$ cat src/rtl/alu_pkg.sv
// Shared opcodes, FSM state encoding, NZCV bit positions and the latched control payload for alu_seq.
package alu_pkg;

  localparam int unsigned OPW   = 3;
  localparam int unsigned FLAGW = 4;

  localparam logic [OPW-1:0] ALU_ADD  = 3'd0;
  localparam logic [OPW-1:0] ALU_SUB  = 3'd1;
  localparam logic [OPW-1:0] ALU_AND  = 3'd2;
  localparam logic [OPW-1:0] ALU_ORR  = 3'd3;
  localparam logic [OPW-1:0] ALU_EOR  = 3'd4;
  localparam logic [OPW-1:0] ALU_ADC  = 3'd5;
  localparam logic [OPW-1:0] ALU_MUL  = 3'd6;
  localparam logic [OPW-1:0] ALU_RSVD = 3'd7;

  localparam int unsigned FLAG_N = 3;
  localparam int unsigned FLAG_Z = 2;
  localparam int unsigned FLAG_C = 1;
  localparam int unsigned FLAG_V = 0;

  typedef enum logic [1:0] {
    S_IDLE = 2'd0,
    S_EXEC = 2'd1,
    S_MUL  = 2'd2
  } state_t;

  // Control captured at an accepted Start; carry_in is the stored C flag used by ADC.
  typedef struct packed {
    logic [OPW-1:0] op;
    logic           flag_write;
    logic           carry_in;
  } alu_ctrl_t;

  function automatic logic is_arith(input logic [OPW-1:0] op);
    return (op == ALU_ADD) || (op == ALU_SUB) || (op == ALU_ADC);
  endfunction

endpackage

$ cat src/rtl/alu_mul_seq.sv
// Iterative shift-add multiplier core: one multiplier bit per cycle, low WIDTH product bits.
// Optional ALU_MUL_EARLY_TERM_EN finishes as soon as no multiplier bits remain.
module alu_mul_seq #(
  parameter int unsigned WIDTH = 32,
  parameter int unsigned CNTW  = $clog2(WIDTH)
) (
  input  logic             clk,
  input  logic             reset,
  input  logic             load,
  input  logic [WIDTH-1:0] A,
  input  logic [WIDTH-1:0] B,
  output logic [WIDTH-1:0] product,
  output logic             last
);

  logic [WIDTH-1:0] acc;
  logic [WIDTH-1:0] mcand;
  logic [WIDTH-1:0] mplier;
  logic [CNTW-1:0]  cnt;
  logic             run;
  logic [WIDTH-1:0] addend;

  // product already includes this cycle's partial term so the top can capture it on the last edge
  always_comb begin
    addend  = mplier[0] ? mcand : '0;
    product = acc + addend;
`ifdef ALU_MUL_EARLY_TERM_EN
    last    = run && ((cnt == '0) || (mplier[WIDTH-1:1] == '0));
`else
    last    = run && (cnt == '0);
`endif
  end

  always_ff @(posedge clk) begin
    if (reset) begin
      acc    <= '0;
      mcand  <= '0;
      mplier <= '0;
      cnt    <= '0;
      run    <= 1'b0;
    end else if (load) begin
      acc    <= '0;
      mcand  <= A;
      mplier <= B;
      cnt    <= CNTW'(WIDTH - 1);
      run    <= 1'b1;
    end else if (run) begin
      acc    <= product;
      mcand  <= mcand << 1;
      mplier <= mplier >> 1;
      cnt    <= cnt - CNTW'(1);
      run    <= !last;
    end
  end

endmodule

$ cat src/rtl/alu_seq.sv
// Registered multi-cycle ALU with NZCV flag register and Start/Busy/Done handshake.
// Build option ALU_MUL_EARLY_TERM_EN (in alu_mul_seq) enables variable-latency MUL.
module alu_seq
  import alu_pkg::*;
#(
  parameter int unsigned WIDTH = 32,
  parameter int unsigned CNTW  = $clog2(WIDTH)
) (
  input  logic             clk,
  input  logic             reset,
  input  logic             Start,
  input  logic [2:0]       ALUControl,
  input  logic [WIDTH-1:0] SrcA,
  input  logic [WIDTH-1:0] SrcB,
  input  logic             FlagWrite,
  output logic             Busy,
  output logic             Done,
  output logic [WIDTH-1:0] ALUResult,
  output logic [3:0]       ALUFlags
);

  state_t           state, state_nx;
  alu_ctrl_t        ctrl_q, ctrl_nx;
  logic [WIDTH-1:0] a_q, a_nx;
  logic [WIDTH-1:0] b_q, b_nx;
  logic             busy_nx;
  logic             done_nx;
  logic [WIDTH-1:0] result_nx;
  logic [3:0]       flags_nx;

  logic             mul_load;
  logic             mul_last;
  logic [WIDTH-1:0] mul_product;

  logic [WIDTH-1:0] b_eff;
  logic             cin_eff;
  logic [WIDTH:0]   sum;
  logic [WIDTH-1:0] exec_result;
  logic [3:0]       exec_flags;

  alu_mul_seq #(
    .WIDTH (WIDTH),
    .CNTW  (CNTW)
  ) u_mul (
    .clk     (clk),
    .reset   (reset),
    .load    (mul_load),
    .A       (SrcA),
    .B       (SrcB),
    .product (mul_product),
    .last    (mul_last)
  );

  // Single-cycle datapath: SUB reuses the adder as A + ~B + 1
  always_comb begin
    b_eff   = (ctrl_q.op == ALU_SUB) ? ~b_q : b_q;
    cin_eff = 1'b0;
    if (ctrl_q.op == ALU_SUB)      cin_eff = 1'b1;
    else if (ctrl_q.op == ALU_ADC) cin_eff = ctrl_q.carry_in;
    sum = {1'b0, a_q} + {1'b0, b_eff} + (WIDTH+1)'(cin_eff);

    case (ctrl_q.op)
      ALU_ADD, ALU_SUB, ALU_ADC: exec_result = sum[WIDTH-1:0];
      ALU_AND:                   exec_result = a_q & b_q;
      ALU_ORR:                   exec_result = a_q | b_q;
      ALU_EOR:                   exec_result = a_q ^ b_q;
      default:                   exec_result = '0;
    endcase

    exec_flags         = ALUFlags;
    exec_flags[FLAG_N] = exec_result[WIDTH-1];
    exec_flags[FLAG_Z] = (exec_result == '0);
    if (is_arith(ctrl_q.op)) begin
      exec_flags[FLAG_C] = sum[WIDTH];
      exec_flags[FLAG_V] = (a_q[WIDTH-1] == b_eff[WIDTH-1]) &&
                           (exec_result[WIDTH-1] != a_q[WIDTH-1]);
    end else if (ctrl_q.op == ALU_RSVD) begin
      exec_flags = 4'b0100;
    end
  end

  // Next-state and output logic; Busy stays high through the Done cycle so no Start lands there
  always_comb begin
    state_nx  = state;
    ctrl_nx   = ctrl_q;
    a_nx      = a_q;
    b_nx      = b_q;
    busy_nx   = Busy;
    done_nx   = 1'b0;
    result_nx = ALUResult;
    flags_nx  = ALUFlags;
    mul_load  = 1'b0;

    case (state)
      S_IDLE: begin
        if (Busy) begin
          busy_nx = 1'b0;
        end else if (Start) begin
          ctrl_nx.op         = ALUControl;
          ctrl_nx.flag_write = FlagWrite;
          ctrl_nx.carry_in   = ALUFlags[FLAG_C];
          a_nx               = SrcA;
          b_nx               = SrcB;
          busy_nx            = 1'b1;
          if (ALUControl == ALU_MUL) begin
            mul_load = 1'b1;
            state_nx = S_MUL;
          end else begin
            state_nx = S_EXEC;
          end
        end
      end
      S_EXEC: begin
        result_nx = exec_result;
        if (ctrl_q.flag_write) flags_nx = exec_flags;
        done_nx   = 1'b1;
        state_nx  = S_IDLE;
      end
      S_MUL: begin
        if (mul_last) begin
          result_nx = mul_product;
          if (ctrl_q.flag_write) begin
            flags_nx[FLAG_N] = mul_product[WIDTH-1];
            flags_nx[FLAG_Z] = (mul_product == '0);
          end
          done_nx  = 1'b1;
          state_nx = S_IDLE;
        end
      end
      default: begin
        busy_nx  = 1'b0;
        state_nx = S_IDLE;
      end
    endcase
  end

  always_ff @(posedge clk) begin
    if (reset) begin
      state     <= S_IDLE;
      ctrl_q    <= '0;
      a_q       <= '0;
      b_q       <= '0;
      Busy      <= 1'b0;
      Done      <= 1'b0;
      ALUResult <= '0;
      ALUFlags  <= '0;
    end else begin
      state     <= state_nx;
      ctrl_q    <= ctrl_nx;
      a_q       <= a_nx;
      b_q       <= b_nx;
      Busy      <= busy_nx;
      Done      <= done_nx;
      ALUResult <= result_nx;
      ALUFlags  <= flags_nx;
    end
  end

endmodule

$ cat config.mk
export PLATFORM = sky130hd
export DESIGN_NAME = alu_seq
export DESIGN_NICKNAME = d
export VERILOG_FILES = /design/src/rtl/alu_pkg.sv /design/src/rtl/alu_mul_seq.sv /design/src/rtl/alu_seq.sv
export SDC_FILE = /design/constraint.sdc
export NUM_CORES = 1
export LEC_CHECK = 0
export BUFFER_PORTS_ARGS = -buffer_cell sky130_fd_sc_hd__buf_4
export CELL_PAD_IN_SITES_DETAIL_PLACEMENT = 1
export CELL_PAD_IN_SITES_GLOBAL_PLACEMENT = 2
export CORE_UTILIZATION = 39
export DETAILED_ROUTE_END_ITERATION = 8
export GPL_ROUTABILITY_DRIVEN = 1
export PLACE_DENSITY = 0.9
export RECOVER_POWER = 50
export SYNTH_ARGS = -nofsm -noshare
export SYNTH_HDL_FRONTEND = slang
export SYNTH_SLANG_ARGS = --single-unit
$ cat constraint.sdc
create_clock -name clk -period 15.3 [get_ports clk]
set_input_delay 3.06 -clock clk [delete_from_list [all_inputs] [get_ports clk]]
set_output_delay 3.06 -clock clk [all_outputs]
set_load 0.03 [all_outputs]
==> tab_implementation.tex, run 1 <==
\begin{tabular}{lr}
\hline
Metric & Value \\
\hline
\multicolumn{2}{l}{\textbf{Power}} \\
Switching component of the power & 0.000535 W \\
Pwr/cell area & 99.3 mW/mm\^{}2 \\
Maximum vdd ir drop & 77.7 uV \\
LEAKAGE & 6.33 nW \\
Internal Power & 0.00108 W \\
Sw frac & 33.2\% \\
Proportion of power drawn by flip-flops and latches & 38.1\% \\
Sum of internal, switching and leakage power & 0.00161 W \\
Portion of total power attributed to the clock network & 39.2\% \\
Share of power burned in combinational logic & 22.7\% \\
\multicolumn{2}{l}{\textbf{Global route}} \\
Largest net degree at the start of global routing & 93 \\
Number of antenna violations at the first check in global routing & 0 \\
All-layer global routing usage & 25.9\% \\
Global-route congestion overflow total & 0 \\
Wire length of the first global-routing pass & 77700 microns \\
Vias in the first global route & 14.0k \\
\multicolumn{2}{l}{\textbf{Synthesis}} \\
Top FF cell, synth & sky130\_fd\_sc\_hd\_\_dfxtp\_1 \\
Ys async rst share & 0\% \\
Synth warnings & 0 \\
Synthesized net count & 2053 \\
Part of the Yosys area used for sequential elements & 29.1\% \\
Avg Inst Size Synth & 7.86 sq um \\
Area leader, netlist & sky130\_fd\_sc\_hd\_\_dfxtp\_1 \\
Post-synthesis sequential element count & 211 \\
Dominant cells by area after synthesis & sky130\_fd\_sc\_hd\_\_dfxtp\_1 (29\%), sky130\_fd\_sc\_hd\_\_ha\_1 (11\%), sky130\_fd\_sc\_hd\_\_a21oi\_1 (6.6\%) \\
EDFF count, synth & 0 \\
Cell Area, Synth & 0.0145 sq mm \\
Distinct cell type count of the synthesized netlist & 83 \\
Area share of the leading cell type in the synthesized netlist & 29.1\% \\
Cell count after synthesis & 1848 \\
\multicolumn{2}{l}{\textbf{Placement}} \\
Gpl congestion & 0.925 \\
Area after DPL & 0.0155 sq mm \\
Number of buffers inserted by port buffering & 108 \\
Post-detail-place hpwl & 37300 microns \\
\multicolumn{2}{l}{\textbf{Clock network}} \\
Resized cells post-CTS & 0 \\
Cell at the root of the clock tree & sky130\_fd\_sc\_hd\_\_clkbuf\_16 \\
Post-CTS clock slew at the launch and capture registers of the worst setup and hold paths & 60 ps \\
Clock insertion delay at the later pin of the skew report & 560 ps \\
CTS tree & done \\
Setup bufs post-CTS & 0 \\
H-tree level count & 1 \\
Clock buffer count from CTS & 26 \\
Hold buffer count at cts & 0 \\
Largest buffer count on any clock path & 3 \\
Count of clock tree sinks & 211 \\
\multicolumn{2}{l}{\textbf{Route}} \\
Pre-Repair DR Iteration Count & 5 \\
Routed wire length & 49900 microns \\
Iteration-0 DRC count of the detailed router & 720 \\
Via count of the routed design & 13.6k \\
Post-route ant nets & 0 \\
Detail-routed via count per cell & 5.78 \\
Remaining design rule violation count & 0 \\
Routed length per placed instance & 21.1 microns \\
\multicolumn{2}{l}{\textbf{Floorplan}} \\
Effective utilization at floorplan & 39.7\% \\
I/O pin count & 109 \\
Floorplan core area & 0.0366 sq mm \\
Y dimension of the die & 195 microns \\
Die X & 195 microns \\
Die outline area & 0.0380 sq mm \\
FP Rows & 70 \\
\multicolumn{2}{l}{\textbf{Critical path}} \\
Worst reg-to-reg path cell count & 16 \\
Startpoint kind of the worst setup timing path & input pin \\
Classification of the worst setup path & in2reg \\
Arrival time of data at the critical path endpoint & 9810 ps \\
Peak fanout along the critical path & 92 \\
Critical Path End Type & flip-flop \\
Worst EP required & 15750 ps \\
\multicolumn{2}{l}{\textbf{Timing}} \\
Crit path time final & 9370 ps \\
Headroom to the max-slew limit & -190\% \\
Setup TNS & 0 ps \\
Tightest Pin Transition & 4360 ps \\
Unrepaired setup endpoints after global routing & false \\
Share of the cycle needed by the critical path after routing & 61.2\% \\
Hold Fails Final Rpt & 0 \\
Final number of max-transition violations & 184 \\
Hold Slack & 458 ps \\
Achievable clock frequency & 0.107 GHz \\
Worst clock skew & 19.7 ps \\
Final setup violating endpoints & 0 \\
\multicolumn{2}{l}{\textbf{Min path}} \\
Hold Path Class & reg2reg \\
Hold Path Stages & 2 \\
\multicolumn{2}{l}{\textbf{Final layout}} \\
Growth of design area from synthesis to finish & 11.8\% \\
Most frequent cells in the layout & sky130\_fd\_sc\_hd\_\_nand2\_1 (231), sky130\_fd\_sc\_hd\_\_dfxtp\_1 (210), sky130\_fd\_sc\_hd\_\_a21oi\_1 (189), sky130\_fd\_sc\_hd\_\_nor2\_1 (176), sky130\_fd\_sc\_hd\_\_ha\_1 (131) \\
Ant. Diodes & 0 \\
Share of layout cells above drive strength 1 & 8.46\% \\
Most frequent standard cell in the layout excluding fill and tap cells & sky130\_fd\_sc\_hd\_\_nand2\_1 \\
Post-route cell area & 0.0162 sq mm \\
Finished Core Util & 44.3\% \\
Post-layout net count & 2079 \\
\multicolumn{2}{l}{\textbf{Run}} \\
\# Max-Cap Violations & 2 \\
\multicolumn{2}{l}{\textbf{Run status}} \\
Violated checks & capacitance limit, slew limit \\
Run status & finished, violations left \\
\hline
\end{tabular}
## sequential cells by signal, indices dropped and copies added (netlist names)
register      flops
u_mul.acc        32
u_mul.mplier     32
u_mul.run         1
u_mul.cnt         5
ALUResult        32
a_q              32
b_q              32
u_mul.mcand      32
state             2
Busy              1
ALUFlags          4
Done              1
ctrl_q            5
## per-layer routing
layer,up-vias,GRT usage (%),wire [microns]
met1,6680,33.2,22200
met2,297,44.1,23700
li1,6575,-,-
met3,96,2.95,2080
met4,0,10.1,2000
met5,-,0,0
## power groups by stage
| stage | Combinational (W) | Clock [W] | Sequential (W) |
|---|---|---|---|
| floorplan | 0.000241 | 0 | 0.000622 |
| global placement | 0.000357 | 0 | 0.000624 |
| detailed placement | 0.000368 | 0 | 0.000626 |
| CTS | 0.000370 | 0.000645 | 0.000615 |
| global route | 0.000399 | 0.000665 | 0.000618 |
| finish | 0.000365 | 0.000632 | 0.000615 |
## synthesized netlist by cell type (5+ instances only)
| cell type | number |
|---|---|
| sky130_fd_sc_hd__buf_1 | 12 |
| sky130_fd_sc_hd__o22ai_1 | 21 |
| sky130_fd_sc_hd__nand2_1 | 231 |
| sky130_fd_sc_hd__clkbuf_8 | 6 |
| sky130_fd_sc_hd__xnor2_1 | 56 |
| sky130_fd_sc_hd__a31oi_1 | 12 |
| sky130_fd_sc_hd__nand2b_1 | 7 |
| sky130_fd_sc_hd__or3_1 | 6 |
| sky130_fd_sc_hd__nor4_1 | 7 |
| sky130_fd_sc_hd__nor2b_1 | 10 |
| sky130_fd_sc_hd__and2_1 | 38 |
| sky130_fd_sc_hd__inv_1 | 99 |
| sky130_fd_sc_hd__nor2_1 | 176 |
| sky130_fd_sc_hd__o21bai_1 | 9 |
| sky130_fd_sc_hd__nand3_1 | 23 |
| sky130_fd_sc_hd__nor3_1 | 18 |
| sky130_fd_sc_hd__o211ai_1 | 20 |
| sky130_fd_sc_hd__o31ai_1 | 7 |
| sky130_fd_sc_hd__or4_1 | 7 |
| sky130_fd_sc_hd__ha_1 | 131 |
| sky130_fd_sc_hd__mux2i_1 | 91 |
| sky130_fd_sc_hd__a221oi_1 | 5 |
| sky130_fd_sc_hd__a21oi_1 | 190 |
| sky130_fd_sc_hd__o21a_1 | 9 |
| sky130_fd_sc_hd__a22oi_1 | 32 |
| sky130_fd_sc_hd__a211oi_1 | 83 |
| sky130_fd_sc_hd__a21o_1 | 19 |
| sky130_fd_sc_hd__nor3b_1 | 6 |
| sky130_fd_sc_hd__xor2_1 | 30 |
| sky130_fd_sc_hd__nand4_1 | 19 |
| sky130_fd_sc_hd__clkbuf_1 | 98 |
| sky130_fd_sc_hd__dfxtp_1 | 211 |
| sky130_fd_sc_hd__buf_2 | 6 |
| sky130_fd_sc_hd__o21ai_0 | 60 |
| sky130_fd_sc_hd__or2_2 | 5 |
| sky130_fd_sc_hd__o22a_1 | 10 |
| sky130_fd_sc_hd__nand3b_1 | 7 |
## worst max-delay path, cell delays in order
cell and delay [ps]:
sky130_fd_sc_hd__clkbuf_1 2780, sky130_fd_sc_hd__clkbuf_1 3260, sky130_fd_sc_hd__a211oi_1 320, sky130_fd_sc_hd__o32a_1 350
## per-stage QoR
stage	cells	setup slack (ps)
CTS	2360	9730
detailed placement	2314	9160
global route	2360	5370
global placement	2314	9310
finish	2360	5930
floorplan	1848	10360
## path summary, 6_finish.rpt
check             slack [ps]          start            end
hold / removal           460  ALUResult[28]  ALUResult[28]
hold reg to reg          460  ALUResult[28]  ALUResult[28]
setup / recovery        5930          reset    ALUFlags[2]
setup reg to reg       10040      ctrl_q[2]    ALUFlags[2]
## cell families after synthesis
logic type / after synthesis / synth area share, %
compound gates: 521 / 23.2
xor+xnor: 86 / 5.19
fa+ha+maj: 134 / 11.7
buf+inv: 226 / 6.46
flops: 211 / 29.1
mux: 91 / 6.27
simple gates: 579 / 18.0
## final cells by class
type	count	area, sq um
inverters	100	375
multi-input cells	1411	9390
repair buffers	124	781
clock inverters	10	106
fillers	4498	20400
clock buffers	36	769
flip-flops and latches	211	4230
well taps	468	586
(Power assumes the default switching activity.)
==> run 2, diff against run 1 <==
--- a/config.mk
+++ b/config.mk
@@ -8,10 +8,10 @@
 export BUFFER_PORTS_ARGS = -buffer_cell sky130_fd_sc_hd__buf_4
 export CELL_PAD_IN_SITES_DETAIL_PLACEMENT = 1
 export CELL_PAD_IN_SITES_GLOBAL_PLACEMENT = 2
-export CORE_UTILIZATION = 39
+export CORE_UTILIZATION = 33
 export DETAILED_ROUTE_END_ITERATION = 8
 export GPL_ROUTABILITY_DRIVEN = 1
-export PLACE_DENSITY = 0.9
+export PLACE_DENSITY = 0.81
 export RECOVER_POWER = 50
 export SYNTH_ARGS = -nofsm -noshare
 export SYNTH_HDL_FRONTEND = slang
==> constraint.sdc (replaced) <==
create_clock -name clk -period 7.81 [get_ports clk]
set_input_delay 1.562 -clock clk [delete_from_list [all_inputs] [get_ports clk]]
set_output_delay 1.562 -clock clk [all_outputs]
set_load 0.03 [all_outputs]
==> run 2 against run 1 <==
Core utilization fell by 6.6 points. Clock-buffer cell count did not move. Flip-flop and latch count did not move. The flow still finishes with violations (capacitance limit, slew limit). Setup slack got worse by 3400 ps. Hold slack barely moved. Highest routed layer unchanged. Largest power group unchanged. Largest cell class unchanged. Critical path depth rose by 13. Cell area rose by 0.65%.
==> tab_implementation.tex, run 2 (synthesis results as in run 1) <==
\begin{tabular}{lr}
\hline
Metric & Value \\
\hline
\multicolumn{2}{l}{\textbf{Min path}} \\
Hold Path Stages & 2 \\
Hold Path Class & reg2reg \\
\multicolumn{2}{l}{\textbf{Critical path}} \\
Critical Path End Type & flip-flop \\
Startpoint kind of the worst setup timing path & flip-flop \\
Classification of the worst setup path & reg2reg \\
Arrival time of data at the critical path endpoint & 5810 ps \\
Worst reg-to-reg path cell count & 17 \\
Peak fanout along the critical path & 32 \\
Worst EP required & 8310 ps \\
\multicolumn{2}{l}{\textbf{Global route}} \\
Global-route congestion overflow total & 0 \\
Wire length of the first global-routing pass & 81100 microns \\
Number of antenna violations at the first check in global routing & 0 \\
All-layer global routing usage & 23.4\% \\
Vias in the first global route & 13.8k \\
Largest net degree at the start of global routing & 104 \\
\multicolumn{2}{l}{\textbf{Clock network}} \\
Cell at the root of the clock tree & sky130\_fd\_sc\_hd\_\_clkbuf\_16 \\
Resized cells post-CTS & 0 \\
Count of clock tree sinks & 211 \\
Largest buffer count on any clock path & 3 \\
Setup bufs post-CTS & 0 \\
Hold buffer count at cts & 0 \\
Clock buffer count from CTS & 26 \\
Clock insertion delay at the later pin of the skew report & 560 ps \\
H-tree level count & 1 \\
CTS tree & done \\
Post-CTS clock slew at the launch and capture registers of the worst setup and hold paths & 60 ps \\
\multicolumn{2}{l}{\textbf{Power}} \\
Sum of internal, switching and leakage power & 0.00315 W \\
LEAKAGE & 6.32 nW \\
Proportion of power drawn by flip-flops and latches & 38.2\% \\
Portion of total power attributed to the clock network & 39.3\% \\
Share of power burned in combinational logic & 22.5\% \\
Sw frac & 32.6\% \\
Internal Power & 0.00213 W \\
Pwr/cell area & 193 mW/mm\^{}2 \\
Switching component of the power & 0.00103 W \\
Maximum vdd ir drop & 146 uV \\
\multicolumn{2}{l}{\textbf{Final layout}} \\
Post-route cell area & 0.0163 sq mm \\
Most frequent standard cell in the layout excluding fill and tap cells & sky130\_fd\_sc\_hd\_\_nand2\_1 \\
Most frequent cells in the layout & sky130\_fd\_sc\_hd\_\_nand2\_1 (231), sky130\_fd\_sc\_hd\_\_dfxtp\_1 (210), sky130\_fd\_sc\_hd\_\_a21oi\_1 (189), sky130\_fd\_sc\_hd\_\_nor2\_1 (176), sky130\_fd\_sc\_hd\_\_ha\_1 (131) \\
Ant. Diodes & 0 \\
Growth of design area from synthesis to finish & 12.6\% \\
Post-layout net count & 2079 \\
Share of layout cells above drive strength 1 & 7.98\% \\
Finished Core Util & 37.8\% \\
\multicolumn{2}{l}{\textbf{Run status}} \\
Run status & finished, violations left \\
Violated checks & capacitance limit, slew limit \\
\multicolumn{2}{l}{\textbf{Route}} \\
Detail-routed via count per cell & 5.45 \\
Post-route ant nets & 0 \\
Remaining design rule violation count & 0 \\
Pre-Repair DR Iteration Count & 5 \\
Via count of the routed design & 13.5k \\
Routed wire length & 52100 microns \\
Iteration-0 DRC count of the detailed router & 791 \\
Routed length per placed instance & 21.0 microns \\
\multicolumn{2}{l}{\textbf{Timing}} \\
Worst clock skew & 13.2 ps \\
Crit path time final & 5310 ps \\
Final number of max-transition violations & 285 \\
Setup TNS & 0 ps \\
Achievable clock frequency & 0.188 GHz \\
Tightest Pin Transition & 3520 ps \\
Unrepaired setup endpoints after global routing & false \\
Share of the cycle needed by the critical path after routing & 68.0\% \\
Headroom to the max-slew limit & -135\% \\
Final setup violating endpoints & 0 \\
Hold Fails Final Rpt & 0 \\
\multicolumn{2}{l}{\textbf{Placement}} \\
Post-detail-place hpwl & 39500 microns \\
Number of buffers inserted by port buffering & 108 \\
Area after DPL & 0.0157 sq mm \\
Gpl congestion & 0.908 \\
\multicolumn{2}{l}{\textbf{Floorplan}} \\
FP Rows & 76 \\
Die X & 212 microns \\
Y dimension of the die & 212 microns \\
Die outline area & 0.0448 sq mm \\
I/O pin count & 109 \\
Effective utilization at floorplan & 33.6\% \\
Floorplan core area & 0.0433 sq mm \\
\multicolumn{2}{l}{\textbf{Run}} \\
\# Max-Cap Violations & 5 \\
\hline
\end{tabular}
==> run 2: final timing paths <==
check,end,startpoint,slack (ps)
setup / recovery,ALUFlags[2],ctrl_q[3],2500
hold / removal,ALUResult[8],ALUResult[8],460
setup reg to reg,ALUFlags[2],ctrl_q[3],2500
hold reg to reg,ALUResult[8],ALUResult[8],460
==> run 2: critical path, cell delays in order (launching register included) <==
cell	delay, ps
sky130_fd_sc_hd__dfxtp_1	470
sky130_fd_sc_hd__nor2_1	210
sky130_fd_sc_hd__and2_2	840
sky130_fd_sc_hd__xnor2_1	190
sky130_fd_sc_hd__fa_1	460
sky130_fd_sc_hd__inv_1	80
sky130_fd_sc_hd__fa_1	210
sky130_fd_sc_hd__nor2b_1	80
sky130_fd_sc_hd__o31ai_2	360
sky130_fd_sc_hd__nand2_1	200
sky130_fd_sc_hd__xor2_1	180
sky130_fd_sc_hd__a21oi_1	220
sky130_fd_sc_hd__nand4_1	120
sky130_fd_sc_hd__or4_1	540
sky130_fd_sc_hd__nor4_1	400
sky130_fd_sc_hd__nand4_1	180
sky130_fd_sc_hd__nor4_1	300
sky130_fd_sc_hd__o32a_1	190
==> run 2: final cells by class <==
| type | instances | area [sq um] |
|---|---|---|
| fillers | 5251 | 26900 |
| flip-flops and latches | 211 | 4230 |
| clock buffers | 36 | 718 |
| clock inverters | 10 | 139 |
| well taps | 585 | 732 |
| inverters | 100 | 375 |
| multi-input cells | 1411 | 9380 |
| repair buffers | 124 | 769 |
==> run 2: through the flow <==
step | setup slack, ps | std cells | hold slack [ps]
floorplan | 2870 | 1848 | 437
global placement | 2540 | 2431 | 444
detailed placement | 2480 | 2431 | 451
CTS | 2490 | 2477 | 459
global route | 2060 | 2477 | 482
finish | 2500 | 2477 | 458
==> run 2: power groups by stage <==
| stage | registers (W) | logic [W] | clock network [W] |
|---|---|---|---|
| CTS | 0.00120 | 0.000721 | 0.00127 |
| finish | 0.00120 | 0.000709 | 0.00124 |
| floorplan | 0.00122 | 0.000472 | 0 |
| global route | 0.00121 | 0.000783 | 0.00130 |
| detailed placement | 0.00123 | 0.000716 | 0 |
| global placement | 0.00123 | 0.000705 | 0 |
==> run 2: metal layers <==
metal	track usage (%)	vias to the layer above	wire (microns)
met1	31.6	6636	24900
met2	38.6	238	23900
met5	0	-	0
li1	-	6553	-
met4	7.82	0	1750
met3	2.27	75	1510
==> run 3, diff against run 2 <==
--- a/config.mk
+++ b/config.mk
@@ -8,10 +8,10 @@
 export BUFFER_PORTS_ARGS = -buffer_cell sky130_fd_sc_hd__buf_4
 export CELL_PAD_IN_SITES_DETAIL_PLACEMENT = 1
 export CELL_PAD_IN_SITES_GLOBAL_PLACEMENT = 2
-export CORE_UTILIZATION = 33
+export CORE_UTILIZATION = 37
 export DETAILED_ROUTE_END_ITERATION = 8
 export GPL_ROUTABILITY_DRIVEN = 1
-export PLACE_DENSITY = 0.81
+export PLACE_DENSITY = 0.86
 export RECOVER_POWER = 50
 export SYNTH_ARGS = -nofsm -noshare
 export SYNTH_HDL_FRONTEND = slang
==> constraint.sdc (replaced) <==
create_clock -name clk -period 5.1 [get_ports clk]
set_input_delay 1.02 -clock clk [delete_from_list [all_inputs] [get_ports clk]]
set_output_delay 1.02 -clock clk [all_outputs]
set_load 0.03 [all_outputs]
==> run 3 against run 2 <==
The run still ends with capacitance limit, slew limit left. Global-route usage grew 2.9 points. Clock-buffer cell count is 6 higher. Cell area rose by 0.23%. Largest cell class unchanged. Largest power group unchanged.
==> tab_implementation.tex, run 3 (synthesis results as in run 1) <==
\begin{tabular}{lr}
\hline
Metric & Value \\
\hline
\multicolumn{2}{l}{\textbf{Clock network}} \\
Cell at the root of the clock tree & sky130\_fd\_sc\_hd\_\_clkbuf\_16 \\
Count of clock tree sinks & 211 \\
Largest buffer count on any clock path & 3 \\
H-tree level count & 1 \\
Clock buffer count from CTS & 27 \\
Setup bufs post-CTS & 0 \\
Post-CTS clock slew at the launch and capture registers of the worst setup and hold paths & 60 ps \\
CTS tree & done \\
Clock insertion delay at the later pin of the skew report & 570 ps \\
\multicolumn{2}{l}{\textbf{Route}} \\
Pre-Repair DR Iteration Count & 5 \\
Detail-routed via count per cell & 5.61 \\
Routed wire length & 52400 microns \\
Post-route ant nets & 0 \\
Remaining design rule violation count & 0 \\
Via count of the routed design & 13.6k \\
Iteration-0 DRC count of the detailed router & 745 \\
Routed length per placed instance & 21.7 microns \\
\multicolumn{2}{l}{\textbf{Floorplan}} \\
Effective utilization at floorplan & 37.6\% \\
I/O pin count & 109 \\
Die X & 200 microns \\
Die outline area & 0.0400 sq mm \\
Y dimension of the die & 200 microns \\
FP Rows & 72 \\
Floorplan core area & 0.0386 sq mm \\
\multicolumn{2}{l}{\textbf{Timing}} \\
Final setup violating endpoints & 0 \\
Unrepaired setup endpoints after global routing & false \\
Hold Fails Final Rpt & 0 \\
Headroom to the max-slew limit & -129\% \\
Worst clock skew & 10.8 ps \\
Tightest Pin Transition & 3440 ps \\
Crit path time final & 4800 ps \\
Achievable clock frequency & 0.209 GHz \\
Share of the cycle needed by the critical path after routing & 94.0\% \\
Final number of max-transition violations & 217 \\
Setup TNS & 0 ps \\
\multicolumn{2}{l}{\textbf{Critical path}} \\
Startpoint kind of the worst setup timing path & flip-flop \\
Classification of the worst setup path & reg2reg \\
Arrival time of data at the critical path endpoint & 5310 ps \\
Peak fanout along the critical path & 31 \\
Critical Path End Type & flip-flop \\
Worst EP required & 5620 ps \\
\multicolumn{2}{l}{\textbf{Global route}} \\
Number of antenna violations at the first check in global routing & 0 \\
Wire length of the first global-routing pass & 80600 microns \\
Vias in the first global route & 14.0k \\
All-layer global routing usage & 26.3\% \\
Largest net degree at the start of global routing & 112 \\
Global-route congestion overflow total & 0 \\
\multicolumn{2}{l}{\textbf{Placement}} \\
Number of buffers inserted by port buffering & 108 \\
Gpl congestion & 0.909 \\
Post-detail-place hpwl & 39600 microns \\
Number of placed instances, taps included & 2368 \\
\multicolumn{2}{l}{\textbf{Min path}} \\
Hold Path Class & reg2reg \\
\multicolumn{2}{l}{\textbf{Final layout}} \\
Layout fillers & 4761 \\
Growth of design area from synthesis to finish & 12.8\% \\
Most frequent standard cell in the layout excluding fill and tap cells & sky130\_fd\_sc\_hd\_\_nand2\_1 \\
Most frequent cells in the layout & sky130\_fd\_sc\_hd\_\_nand2\_1 (231), sky130\_fd\_sc\_hd\_\_dfxtp\_1 (210), sky130\_fd\_sc\_hd\_\_a21oi\_1 (189), sky130\_fd\_sc\_hd\_\_nor2\_1 (176), sky130\_fd\_sc\_hd\_\_ha\_1 (131) \\
Post-layout net count & 2084 \\
Ant. Diodes & 0 \\
Share of layout cells above drive strength 1 & 8.74\% \\
Non-filler cells in the finished layout & 2418 \\
\multicolumn{2}{l}{\textbf{Run status}} \\
Violated checks & capacitance limit, slew limit \\
Run status & finished, violations left \\
\multicolumn{2}{l}{\textbf{Power}} \\
Maximum vdd ir drop & 254 uV \\
LEAKAGE & 6.39 nW \\
Pwr/cell area & 301 mW/mm\^{}2 \\
\multicolumn{2}{l}{\textbf{Run}} \\
\# Max-Cap Violations & 3 \\
\hline
\end{tabular}
==> run 3: changes by cell type in the layout (fill, tap and decap cells not counted), sizes merged <==
cell,before,now
buf,79,87
clkbuf,81,83
clkinvlp,1,0
clkinv,7,4
bufinv,3,2
inv,99,102
==> run 3: worst max-delay path, stage by stage, from the launching register on <==
cell,delay (ps)
sky130_fd_sc_hd__dfxtp_1,390
sky130_fd_sc_hd__nor2_1,160
sky130_fd_sc_hd__and2_2,190
sky130_fd_sc_hd__buf_6,350
sky130_fd_sc_hd__xnor2_1,120
sky130_fd_sc_hd__ha_1,530
sky130_fd_sc_hd__nand4_1,200
sky130_fd_sc_hd__nor4_1,550
sky130_fd_sc_hd__o211ai_1,250
sky130_fd_sc_hd__nand3_1,220
sky130_fd_sc_hd__a31oi_1,200
sky130_fd_sc_hd__xor2_1,280
sky130_fd_sc_hd__o211ai_1,120
sky130_fd_sc_hd__nor4_1,380
sky130_fd_sc_hd__nand4_1,150
sky130_fd_sc_hd__nor4_1,400
sky130_fd_sc_hd__o32a_1,230
==> run 3: final timing paths <==
check	start	end	slack, ps	cells past startpoint
min	ALUResult[20]	ALUResult[20]	450	2
max	ctrl_q[4]	ALUFlags[2]	300	16
min reg2reg	ALUResult[20]	ALUResult[20]	450	2
max reg2reg	ctrl_q[4]	ALUFlags[2]	300	16
==> run 3: cell type report <==
class | instances | area (sq um) | share of cell area (%)
clock buffers | 42 | 802 | 4.90
clock inverters | 8 | 113 | 0.688
inverters | 100 | 375 | 2.29
multi-input cells | 1411 | 9400 | 57.4
flip-flops and latches | 211 | 4230 | 25.8
well taps | 518 | 648 | 3.96
repair buffers | 128 | 815 | 4.97
==> run 3: routing by layer <==
metal  track usage, %  wire [microns]  vias to the layer above
met2             44.0           24300                      276
met1             34.8           24100                     6634
met5                0               0                        -
met3             2.99            2200                       83
met4             9.13            1770                        0
li1                 -               -                     6570
==> run 3: report_power, final <==
group | total (W) | switching [W] | internal (W)
logic | 0.00111 | 0.000721 | 0.000388
clock network | 0.00198 | 0.000795 | 0.00119
registers | 0.00184 | 0.0000990 | 0.00174
==> run 3: metrics by stage <==
step | setup WS (ps) | instance area (sq um) | power [W] | utilization (%) | hold WS (ps)
after floorplan | 163 | 14500 | 0.00259 | - | 437
after global placement | 337 | 15600 | 0.00296 | 40.4 | 442
after detailed placement | 182 | 15600 | 0.00299 | 40.4 | 446
after CTS | 165 | 16500 | 0.00499 | 42.7 | 454
after global routing | 2.99 | 16400 | 0.00515 | 42.4 | 465
final | 305 | 16400 | 0.00493 | 42.4 | 450
==> run 3: repair_timing <==
action | CTS | global route
resized for setup | 0 | 4
setup endpoints to repair | 0 | 1
hold buffers | 0 | 0
